==> config.mk <==
export PLATFORM = sky130hd
export DESIGN_NAME = sd_emmc_controller_axi_wr_master
export DESIGN_NICKNAME = d
export VERILOG_FILES = /design/src/rtl/sd_emmc_controller_axi_wr_master_pkg.sv /design/src/rtl/sd_emmc_controller_axi_wr_master.sv
export SDC_FILE = /design/constraint.sdc
export NUM_CORES = 1
export LEC_CHECK = 0
export ABC_CLOCK_PERIOD_IN_PS = 3300
export CAP_MARGIN = 20
export CORE_UTILIZATION = 25
export CTS_CLUSTER_SIZE = 25
export DETAILED_ROUTE_END_ITERATION = 8
export PLACE_DENSITY = 0.61
export RECOVER_POWER = 50
export SKIP_CTS_REPAIR_TIMING = 1
export SLEW_MARGIN = 40
export SYNTH_ARGS = -nofsm -noshare
export SYNTH_HDL_FRONTEND = slang
export SYNTH_SLANG_ARGS = --single-unit
==> constraint.sdc <==
create_clock -name clock -period 3.3 [get_ports clock]
set_input_delay 0.66 -clock clock [delete_from_list [all_inputs] [get_ports clock]]
set_output_delay 0.66 -clock clock [all_outputs]
set_load 0.02 [all_outputs]
==> src/rtl/sd_emmc_controller_axi_wr_master_pkg.sv <==
// Shared constants for the eMMC card-to-memory AXI write master:
// burst geometry, AXI encodings and the FSM state type.
package sd_emmc_controller_axi_wr_master_pkg;

  localparam int unsigned AXI_BURST_LEN    = 16;
  localparam logic [2:0]  AXI_AWSIZE_4B    = 3'b010;
  localparam logic [1:0]  AXI_AWBURST_INCR = 2'b01;
  localparam logic [1:0]  AXI_BRESP_OKAY   = 2'b00;

  // Bytes moved per burst; the DMA steps its address by this amount.
  localparam int unsigned BURST_BYTES  = 64;
  localparam int unsigned BURST_OFFS_W = $clog2(BURST_BYTES);

  typedef enum logic [1:0] {
    ST_IDLE = 2'd0,
    ST_AW   = 2'd1,
    ST_W    = 2'd2,
    ST_B    = 2'd3
  } wr_state_e;

  // A burst start address must sit on a burst boundary.
  function automatic logic burst_misaligned(input logic [BURST_OFFS_W-1:0] offs);
    return (offs != {BURST_OFFS_W{1'b0}});
  endfunction

endpackage

==> src/rtl/sd_emmc_controller_axi_wr_master.sv <==
// AXI4 write-burst master for the eMMC read-from-card DMA path.
// Turns DMA address/data handshakes into fixed-length INCR bursts,
// one beat at a time, and collects B-channel / alignment errors.
module sd_emmc_controller_axi_wr_master
  import sd_emmc_controller_axi_wr_master_pkg::*;
#(
  parameter int unsigned C_BURST_LEN = AXI_BURST_LEN,
  parameter int unsigned C_ADDR_W    = 32
) (
  input  logic                clock,
  input  logic                reset,
  input  logic [C_ADDR_W-1:0] write_addr,
  input  logic                addr_write_valid,
  output logic                addr_write_ready,
  input  logic                data_write_valid,
  output logic                next_data_word,
  output logic                w_last,
  input  logic [31:0]         fifo_rd_data,
  input  logic                abort,
  input  logic                dat_int_rst,
  output logic [1:0]          wr_error,
  output logic                busy,
  output logic [C_ADDR_W-1:0] m_axi_awaddr,
  output logic [7:0]          m_axi_awlen,
  output logic [2:0]          m_axi_awsize,
  output logic [1:0]          m_axi_awburst,
  output logic                m_axi_awvalid,
  input  logic                m_axi_awready,
  output logic [31:0]         m_axi_wdata,
  output logic [3:0]          m_axi_wstrb,
  output logic                m_axi_wlast,
  output logic                m_axi_wvalid,
  input  logic                m_axi_wready,
  input  logic [1:0]          m_axi_bresp,
  input  logic                m_axi_bvalid,
  output logic                m_axi_bready
);

  localparam logic [7:0] AWLEN     = 8'(C_BURST_LEN - 1);
  localparam logic [3:0] LAST_BEAT = 4'(C_BURST_LEN - 1);

  wr_state_e           state_q, state_d;
  logic [C_ADDR_W-1:0] awaddr_q, awaddr_d;
  logic                awvalid_q, awvalid_d;
  logic                addr_write_ready_q, addr_write_ready_d;
  logic [3:0]          beat_q, beat_d;
  logic                wvalid_q, wvalid_d;
  logic [31:0]         wdata_q, wdata_d;
  logic [3:0]          wstrb_q, wstrb_d;
  logic                wlast_q, wlast_d;
  logic                next_data_word_q, next_data_word_d;
  logic                w_last_q, w_last_d;
  logic                drain_q, drain_d;
  logic                bready_q, bready_d;
  logic [1:0]          wr_error_q, wr_error_d;
  logic                busy_q, busy_d;
  logic [1:0]          err_set;
  logic                drain_now;

  // Next-state and next-output computation for the burst FSM.
  always_comb begin
    state_d            = state_q;
    awaddr_d           = awaddr_q;
    awvalid_d          = awvalid_q;
    addr_write_ready_d = 1'b0;
    beat_d             = beat_q;
    wvalid_d           = wvalid_q;
    wdata_d            = wdata_q;
    wstrb_d            = wstrb_q;
    wlast_d            = wlast_q;
    next_data_word_d   = 1'b0;
    w_last_d           = w_last_q;
    drain_d            = drain_q;
    bready_d           = bready_q;
    err_set            = 2'b00;
    // An abort takes effect in the very cycle it arrives.
    drain_now          = drain_q | abort;

    case (state_q)
      ST_IDLE: begin
        if (addr_write_valid) begin
          awaddr_d   = write_addr;
          awvalid_d  = 1'b1;
          w_last_d   = 1'b0;
          drain_d    = 1'b0;
          err_set[1] = burst_misaligned(write_addr[BURST_OFFS_W-1:0]);
          state_d    = ST_AW;
        end else begin
          state_d = ST_IDLE;
        end
      end

      ST_AW: begin
        drain_d = drain_now;
        if (awvalid_q && m_axi_awready) begin
          awvalid_d          = 1'b0;
          addr_write_ready_d = 1'b1;
          beat_d             = 4'd0;
          state_d            = ST_W;
        end else begin
          state_d = ST_AW;
        end
      end

      ST_W: begin
        drain_d = drain_now;
        if (wvalid_q) begin
          if (m_axi_wready) begin
            wvalid_d         = 1'b0;
            wlast_d          = 1'b0;
            next_data_word_d = ~drain_now;
            beat_d           = beat_q + 4'd1;
            if (wlast_q) begin
              w_last_d = 1'b1;
              bready_d = 1'b1;
              state_d  = ST_B;
            end else begin
              state_d = ST_W;
            end
          end else begin
            wvalid_d = 1'b1;
          end
        end else if (data_write_valid || drain_now) begin
          wvalid_d = 1'b1;
          wlast_d  = (beat_q == LAST_BEAT);
          if (drain_now) begin
            wdata_d = 32'h0000_0000;
            wstrb_d = 4'h0;
          end else begin
            wdata_d = fifo_rd_data;
            wstrb_d = 4'hF;
          end
        end else begin
          wvalid_d = 1'b0;
        end
      end

      ST_B: begin
        if (m_axi_bvalid) begin
          bready_d   = 1'b0;
          drain_d    = 1'b0;
          err_set[0] = (m_axi_bresp != AXI_BRESP_OKAY);
          state_d    = ST_IDLE;
        end else begin
          bready_d = 1'b1;
        end
      end

      default: begin
        state_d = ST_IDLE;
      end
    endcase

    // A new error event in the clearing cycle is kept.
    wr_error_d = (dat_int_rst ? 2'b00 : wr_error_q) | err_set;
    busy_d     = (state_d != ST_IDLE);
  end

  // State and output registers with synchronous active-low reset.
  always_ff @(posedge clock) begin
    if (!reset) begin
      state_q            <= ST_IDLE;
      awaddr_q           <= {C_ADDR_W{1'b0}};
      awvalid_q          <= 1'b0;
      addr_write_ready_q <= 1'b0;
      beat_q             <= 4'd0;
      wvalid_q           <= 1'b0;
      wdata_q            <= 32'h0000_0000;
      wstrb_q            <= 4'h0;
      wlast_q            <= 1'b0;
      next_data_word_q   <= 1'b0;
      w_last_q           <= 1'b0;
      drain_q            <= 1'b0;
      bready_q           <= 1'b0;
      wr_error_q         <= 2'b00;
      busy_q             <= 1'b0;
    end else begin
      state_q            <= state_d;
      awaddr_q           <= awaddr_d;
      awvalid_q          <= awvalid_d;
      addr_write_ready_q <= addr_write_ready_d;
      beat_q             <= beat_d;
      wvalid_q           <= wvalid_d;
      wdata_q            <= wdata_d;
      wstrb_q            <= wstrb_d;
      wlast_q            <= wlast_d;
      next_data_word_q   <= next_data_word_d;
      w_last_q           <= w_last_d;
      drain_q            <= drain_d;
      bready_q           <= bready_d;
      wr_error_q         <= wr_error_d;
      busy_q             <= busy_d;
    end
  end

  assign addr_write_ready = addr_write_ready_q;
  assign next_data_word   = next_data_word_q;
  assign w_last           = w_last_q;
  assign wr_error         = wr_error_q;
  assign busy             = busy_q;
  assign m_axi_awaddr     = awaddr_q;
  assign m_axi_awlen      = AWLEN;
  assign m_axi_awsize     = AXI_AWSIZE_4B;
  assign m_axi_awburst    = AXI_AWBURST_INCR;
  assign m_axi_awvalid    = awvalid_q;
  assign m_axi_wdata      = wdata_q;
  assign m_axi_wstrb      = wstrb_q;
  assign m_axi_wlast      = wlast_q;
  assign m_axi_wvalid     = wvalid_q;
  assign m_axi_bready     = bready_q;

endmodule

==> impl_metrics.tcl, run 1 <==
set metrics [dict create \
    slew_viol_final 0 \
    first_pass_iters 4 \
    dr.first_iter.drc_count 135 \
    worstSetupEndpointType "register" \
    htreeDepth 3 \
    yosys.area.top_type_share_pct 51.35 \
    peakVddDrop_mv 0.1963 \
    grt_usage_pct 13.32 \
    fin_crit_sh_pct 76.17 \
    fin_crit_ns 2.514 \
    holdWs_ns 0.4532 \
    required_ns 3.49 \
    synthTopCellsByCount "82 x dfxtp_1, 74 x nand2_1, 44 x nor2_1" \
    rsz0062_at_grt "false" \
    startpoint_type "input pin" \
    wl_per_cell_um 13.20 \
    outcome "finished clean" \
    crit_family "buffers and inverters" \
    synth_area_um2 3197 \
    chipWidth_um 115.1 \
    clockRootBuffer "clkbuf_16" \
    power_density_nw_per_um2 465.4 \
    io_buffers 152 \
    crit_type "in2reg" \
    core_area_um2 12260 \
    row_count 40 \
    numCtsBuffers 9 \
    clk_pin_slew_ns 0.06 \
    slowest_stage "inv_1" \
    ys_seq_area_share_pct 51.35 \
    p_clk_share_pct 43.2 \
    ios 166 \
    synth_seq_cells 82 \
    grt_pass1_vias 2761 \
    routed_wl_mm 9.019 \
    dieHeight_um 115.1 \
    post-synth-top-count-cell "dfxtp_1" \
    diodes 0 \
    finClkSkew_ns 0.005745 \
    antenna_found_initial 0 \
    sequentialPowerShare_pct 44.1 \
    switching_share_pct 23.15 \
    p_comb_share_pct 12.7 \
    grt_pass1_wl_mm 13.69 \
    hold_viol 0 \
    fin_nets 593 \
    vias_per_cell 4.347 \
    cts_tree "built" \
    globalplace.congestion 0.8159 \
    drive_gt1_share_pct 4.660 \
    syn_inst 369 \
    avgSynthCellArea_um2 8.663 \
    synth_top_area_cell "dfxtp_1" \
    synth_edf_count 0 \
    yosys_most_used_dff "dfxtp_1" \
    start_util_pct 26.07 \
    placedCellCount 668 \
    cp_slowest_stage_delay_ns 0.69 \
    fin_tns_setup_ns 0 \
    die_area_um2 13240 \
    switchingPower_mw 0.5471 \
    internal_power_mw 1.816 \
    fin_area_um2 5077 \
    fin_cells 683 \
    clock_sinks 82 \
    ant_nets 0 \
    grt_overflow 0 \
    cap_violations 0 \
    fmax_mhz 397.8 \
    ys_warn_count 0 \
    finalSetupViolCount 0 \
    p_total_mw 2.363 \
    dpl.hpwl_mm 6.507 \
    synth.area.top_cells "dfxtp_1 51%, nand2_1 8.7%, a22oi_1 7.5%" \
    slew_headroom_pct 37.11 \
    total_leakage_power_nw 2.047 \
    cp_max_fo 28 \
    synthArstFlopShare_pct 0 \
    synth.distinct_cells 37 \
    worst_pin_slew_ns 0.9410 \
    arrival_ns 2.70 \
    hp-class "reg2reg" \
    path_cells "dlygate4sd3_1 > inv_1 > clkbuf_2 > nor2_1" \
    clkLatencyLatePin_ns 0.33 \
    drc_errors 0 \
    area_growth_pct 58.83 \
    clock_path_buffers 2 \
    num_vias 2969 \
    dpl_cell_area_um2 4782 \
    crit_buf_inv 3 \
    grt_max_degree 37 \
]
[layer usage]
metal	vias up	wire, um	GRT usage, %
met4	0	89	4.762
met3	6	411	2.794
met2	91	4448	22.61
met1	1374	4069	16.67
met5	-	0	0
li1	1498	-	-
[registers in the layout, summed over array words and instances, names as in the netlist]
name              flops
m_axi_awaddr         32
state_q               2
m_axi_wlast           1
m_axi_wvalid          1
busy                  1
m_axi_wdata          32
w_last                1
addr_write_ready      1
m_axi_bready          1
m_axi_awvalid         1
m_axi_wstrb           1
wr_error              2
drain_q               1
next_data_word        1
beat_q                4
[final cells by class]
type	instances	area (um^2)
fill	1217	7184
sequential	82	1642
timing repair buffer	159	1572
multi-input combinational	251	1319
clock buffer	13	270.3
tap	168	210.2
clock inverter	2	35.03
inverter	8	30.03
[stage by stage]
stage	util [%]	setup WS, ns
global placement	38.98	0.8968
global route	41.41	0.6066
CTS	41.49	1.191
finish	41.41	0.7863
detailed placement	39.00	0.9358
floorplan	-	1.696
[final timing paths]
check | start | slack, ns | cells past startpoint | to
worst max-delay path | reset | 0.79 | 4 | m_axi_wdata[12]$_SDFFE_PN0P_
worst min register to register | m_axi_awaddr[8]$_SDFFE_PN0P_ | 0.45 | 2 | m_axi_awaddr[8]$_SDFFE_PN0P_
worst max register to register | state_q[0]$_SDFF_PN0_ | 1.26 | 6 | m_axi_awaddr[20]$_SDFFE_PN0P_
worst min-delay path | m_axi_awaddr[8]$_SDFFE_PN0P_ | 0.45 | 2 | m_axi_awaddr[8]$_SDFFE_PN0P_
[layout by cell type (no fill, tap or decap), types with 4 or more instances in the layout]
cell	netlist	final
buf_4	16	6
ha_1	7	7
a22oi_1	32	32
a21oi_1	42	42
nand3_1	3	4
o21ai_0	4	4
dfxtp_1	82	82
clkdlybuf4s50_1	0	96
nor2_1	44	44
nand2_1	74	74
inv_1	8	8
conb_1	2	13
dlygate4sd3_1	0	56
clkbuf_16	0	9
[power groups by stage]
| stage | logic [mW] | registers [mW] | clock network [mW] |
|---|---|---|---|
| floorplan | 0.109 | 1.10 | 0 |
| global placement | 0.307 | 1.06 | 0 |
| detailed placement | 0.310 | 1.07 | 0 |
| CTS | 0.312 | 1.04 | 1.06 |
| global route | 0.326 | 1.05 | 1.10 |
| finish | 0.300 | 1.04 | 1.02 |
[worst reg2reg max path, delay by kind of cell, from the launching register on]
family	cells	cell delay, ns
AO/OA/AOI/OAI	1	0.14
buffers and inverters	2	0.40
adder cells (fa/ha/maj)	1	0.24
AND/OR/NAND/NOR	2	0.75
flip-flops	1	0.43
[cells by family (layout without fill, tap and decap cells)]
kind of cell             after synthesis  count (layout)  synth area share (%)
buffers and inverters                 47             182                 8.532
adder cells (fa/ha/maj)                7               7                 2.740
XOR/XNOR                               3               3                0.8221
flip-flops                            82              82                 51.35
AND/OR/NAND/NOR                      138             138                 18.04
other                                  2              13                0.2349
AO/OA/AOI/OAI                         88              88                 17.65
multiplexers                           2               2                0.6262
Power figures use the tool's default switching activity.
==> run 2, diff against run 1 <==
ABC_CLOCK_PERIOD_IN_PS = 2300   (was 3300)
PLACE_DENSITY = 0.63   (was 0.61)
clock period = 2.3 ns   (was 3.3 ns; I/O delays follow)
==> run 2 against run 1 <==
Effect of this change:
- first-iteration DRC count decreased by 9.6%
- clock power is 40% higher
- sequential cell count unchanged
- core utilization unchanged
==> impl_metrics.tcl, run 2 (synthesis results as in run 1) <==
set metrics [dict create \
    outcome "finished clean" \
    start_util_pct 26.07 \
    endpoint "busy$_SDFF_PN0_" \
    required_ns 2.52 \
    ios 166 \
    fill_cells 1240 \
    worstSetupEndpointType "register" \
    wl_per_cell_um 13.16 \
    core_area_um2 12260 \
    worst-r2r-cell-count 6 \
    routed_wl_mm 8.988 \
    worstHoldStart "m_axi_awaddr[6]$_SDFFE_PN0P_" \
    peakVddDrop_mv 0.2762 \
    r2r-end "busy$_SDFF_PN0_" \
    die_area_um2 13240 \
    worst_r2r_startpoint "state_q[0]$_SDFF_PN0_" \
    first_pass_iters 4 \
    startpoint "state_q[0]$_SDFF_PN0_" \
    arrival_ns 2.13 \
    layout_common_cells "111 x clkdlybuf4s50_1, 82 x dfxtp_1, 74 x nand2_1, 44 x nor2_1, 42 x a21oi_1" \
    chipWidth_um 115.1 \
    hold_viol 0 \
    wl_met1_mm 3.778 \
    grt_max_degree 44 \
    cp_slowest_stage_delay_ns 0.43 \
    clockRootBuffer "clkbuf_16" \
    drc_errors 0 \
    slowest_stage "dfxtp_1" \
    globalplace.congestion 0.8118 \
    grt_pass1_vias 2957 \
    wl_met2_mm 4.577 \
    dieHeight_um 115.1 \
    hp-class "reg2reg" \
    cp_max_fo 12 \
    num_vias 2980 \
    power_density_nw_per_um2 660.5 \
    area_growth_pct 58.83 \
    maxUsedRoutingLayer "met4" \
    grt_usage_pct 13.94 \
    ant_nets 0 \
    dr_wl_met3_um 438 \
    antenna_found_initial 0 \
    htreeDepth 3 \
    slew_headroom_pct 40.53 \
    diodes 0 \
    finalSetupViolCount 0 \
    mostFrequentLayoutCell "clkdlybuf4s50_1" \
    numCtsBuffers 9 \
    path_cells "inv_1 > ha_1 > and3_1 > a21oi_1 > a41oi_1 > or2_2" \
    drive_gt1_share_pct 4.660 \
    dr.first_iter.drc_count 122 \
    fin_tns_setup_ns 0 \
    clkLatencyLatePin_ns 0.33 \
    clock_path_buffers 2 \
    total_leakage_power_nw 1.988 \
    vias_per_cell 4.363 \
    fmax_mhz 523.4 \
    holdWs_ns 0.4483 \
    io_buffers 152 \
    crit_type "reg2reg" \
    fin_crit_ns 1.910 \
    fin_nets 592 \
    startpoint_type "register" \
    clk_pin_slew_ns 0.06 \
    finClkSkew_ns 0.003390 \
    dpl.hpwl_mm 6.507 \
    cts_tree "built" \
    grt_pass1_wl_mm 14.29 \
    row_count 40 \
    slew_viol_final 0 \
    cap_violations 0 \
    worst_pin_slew_ns 0.8921 \
    reg2reg_slack_ns 0.39 \
    clock_sinks 82 \
    fin_crit_sh_pct 83.06 \
    grt_overflow 0 \
    rsz0062_at_grt "false" \
]
run 2: cell count changes in the layout (fill, tap and decap cells not counted), sizes merged:
cell	previous run	this run
clkdlybuf4s50	96	111
dlygate4sd3	56	41
buf	6	4
clkinvlp	0	1
clkinv	1	2
run 2: routing by layer:
layer | up-vias | GRT usage, %
li1 | 1491 | -
met1 | 1387 | 15.75
met2 | 88 | 24.90
met3 | 14 | 3.057
met4 | 0 | 6.580
met5 | - | 0
run 2: worst max-delay path, delay by kind of cell, from the launching register on:
| kind | cells | cell delay, ns |
|---|---|---|
| buf+inv | 1 | 0.11 |
| compound gates | 2 | 0.30 |
| fa+ha+maj | 1 | 0.37 |
| flops | 1 | 0.43 |
| simple gates | 2 | 0.58 |
run 2: how the worst min path moves through the flow:
| stage | to | cells after the start |
|---|---|---|
| after floorplan | beat_q[3]$_SDFFE_PN0P_ | 2 |
| after global placement | m_axi_awaddr[11]$_SDFFE_PN0P_ | 2 |
| after detailed placement | m_axi_awaddr[16]$_SDFFE_PN0P_ | 2 |
| after CTS | m_axi_awaddr[7]$_SDFFE_PN0P_ | 2 |
| after global routing | m_axi_awaddr[6]$_SDFFE_PN0P_ | 2 |
| final | m_axi_awaddr[6]$_SDFFE_PN0P_ | 2 |
run 2: stage by stage:
step	instances	total power [mW]	utilization, %	area [um^2]	setup slack [ns]
2_1_floorplan	380	1.732	-	3238	0.6964
3_3_place_gp	667	1.963	39.02	4785	0.3941
3_5_place_dp	667	1.970	39.02	4785	0.3426
4_1_cts	683	3.416	41.45	5082	0.3833
5_1_grt	683	3.509	41.41	5077	0.2143
6_report	683	3.354	41.41	5077	0.3895
run 2: power breakdown:
part	switching [mW]	internal (mW)
Clock	0.561	0.871
Sequential	0.0273	1.47
Combinational	0.212	0.215
Total	0.800	2.55
run 2: cell type report:
type                            count  area, um^2  area share, %
Timing Repair Buffer              158        1574          31.00
Clock inverter                      4       51.30          1.010
Sequential cell                    82        1642          32.33
Inverter                            8       30.03         0.5914
Clock buffer                       12       246.5          4.855
Tap cell                          168       210.2          4.140
Multi-Input combinational cell    251        1324          26.07
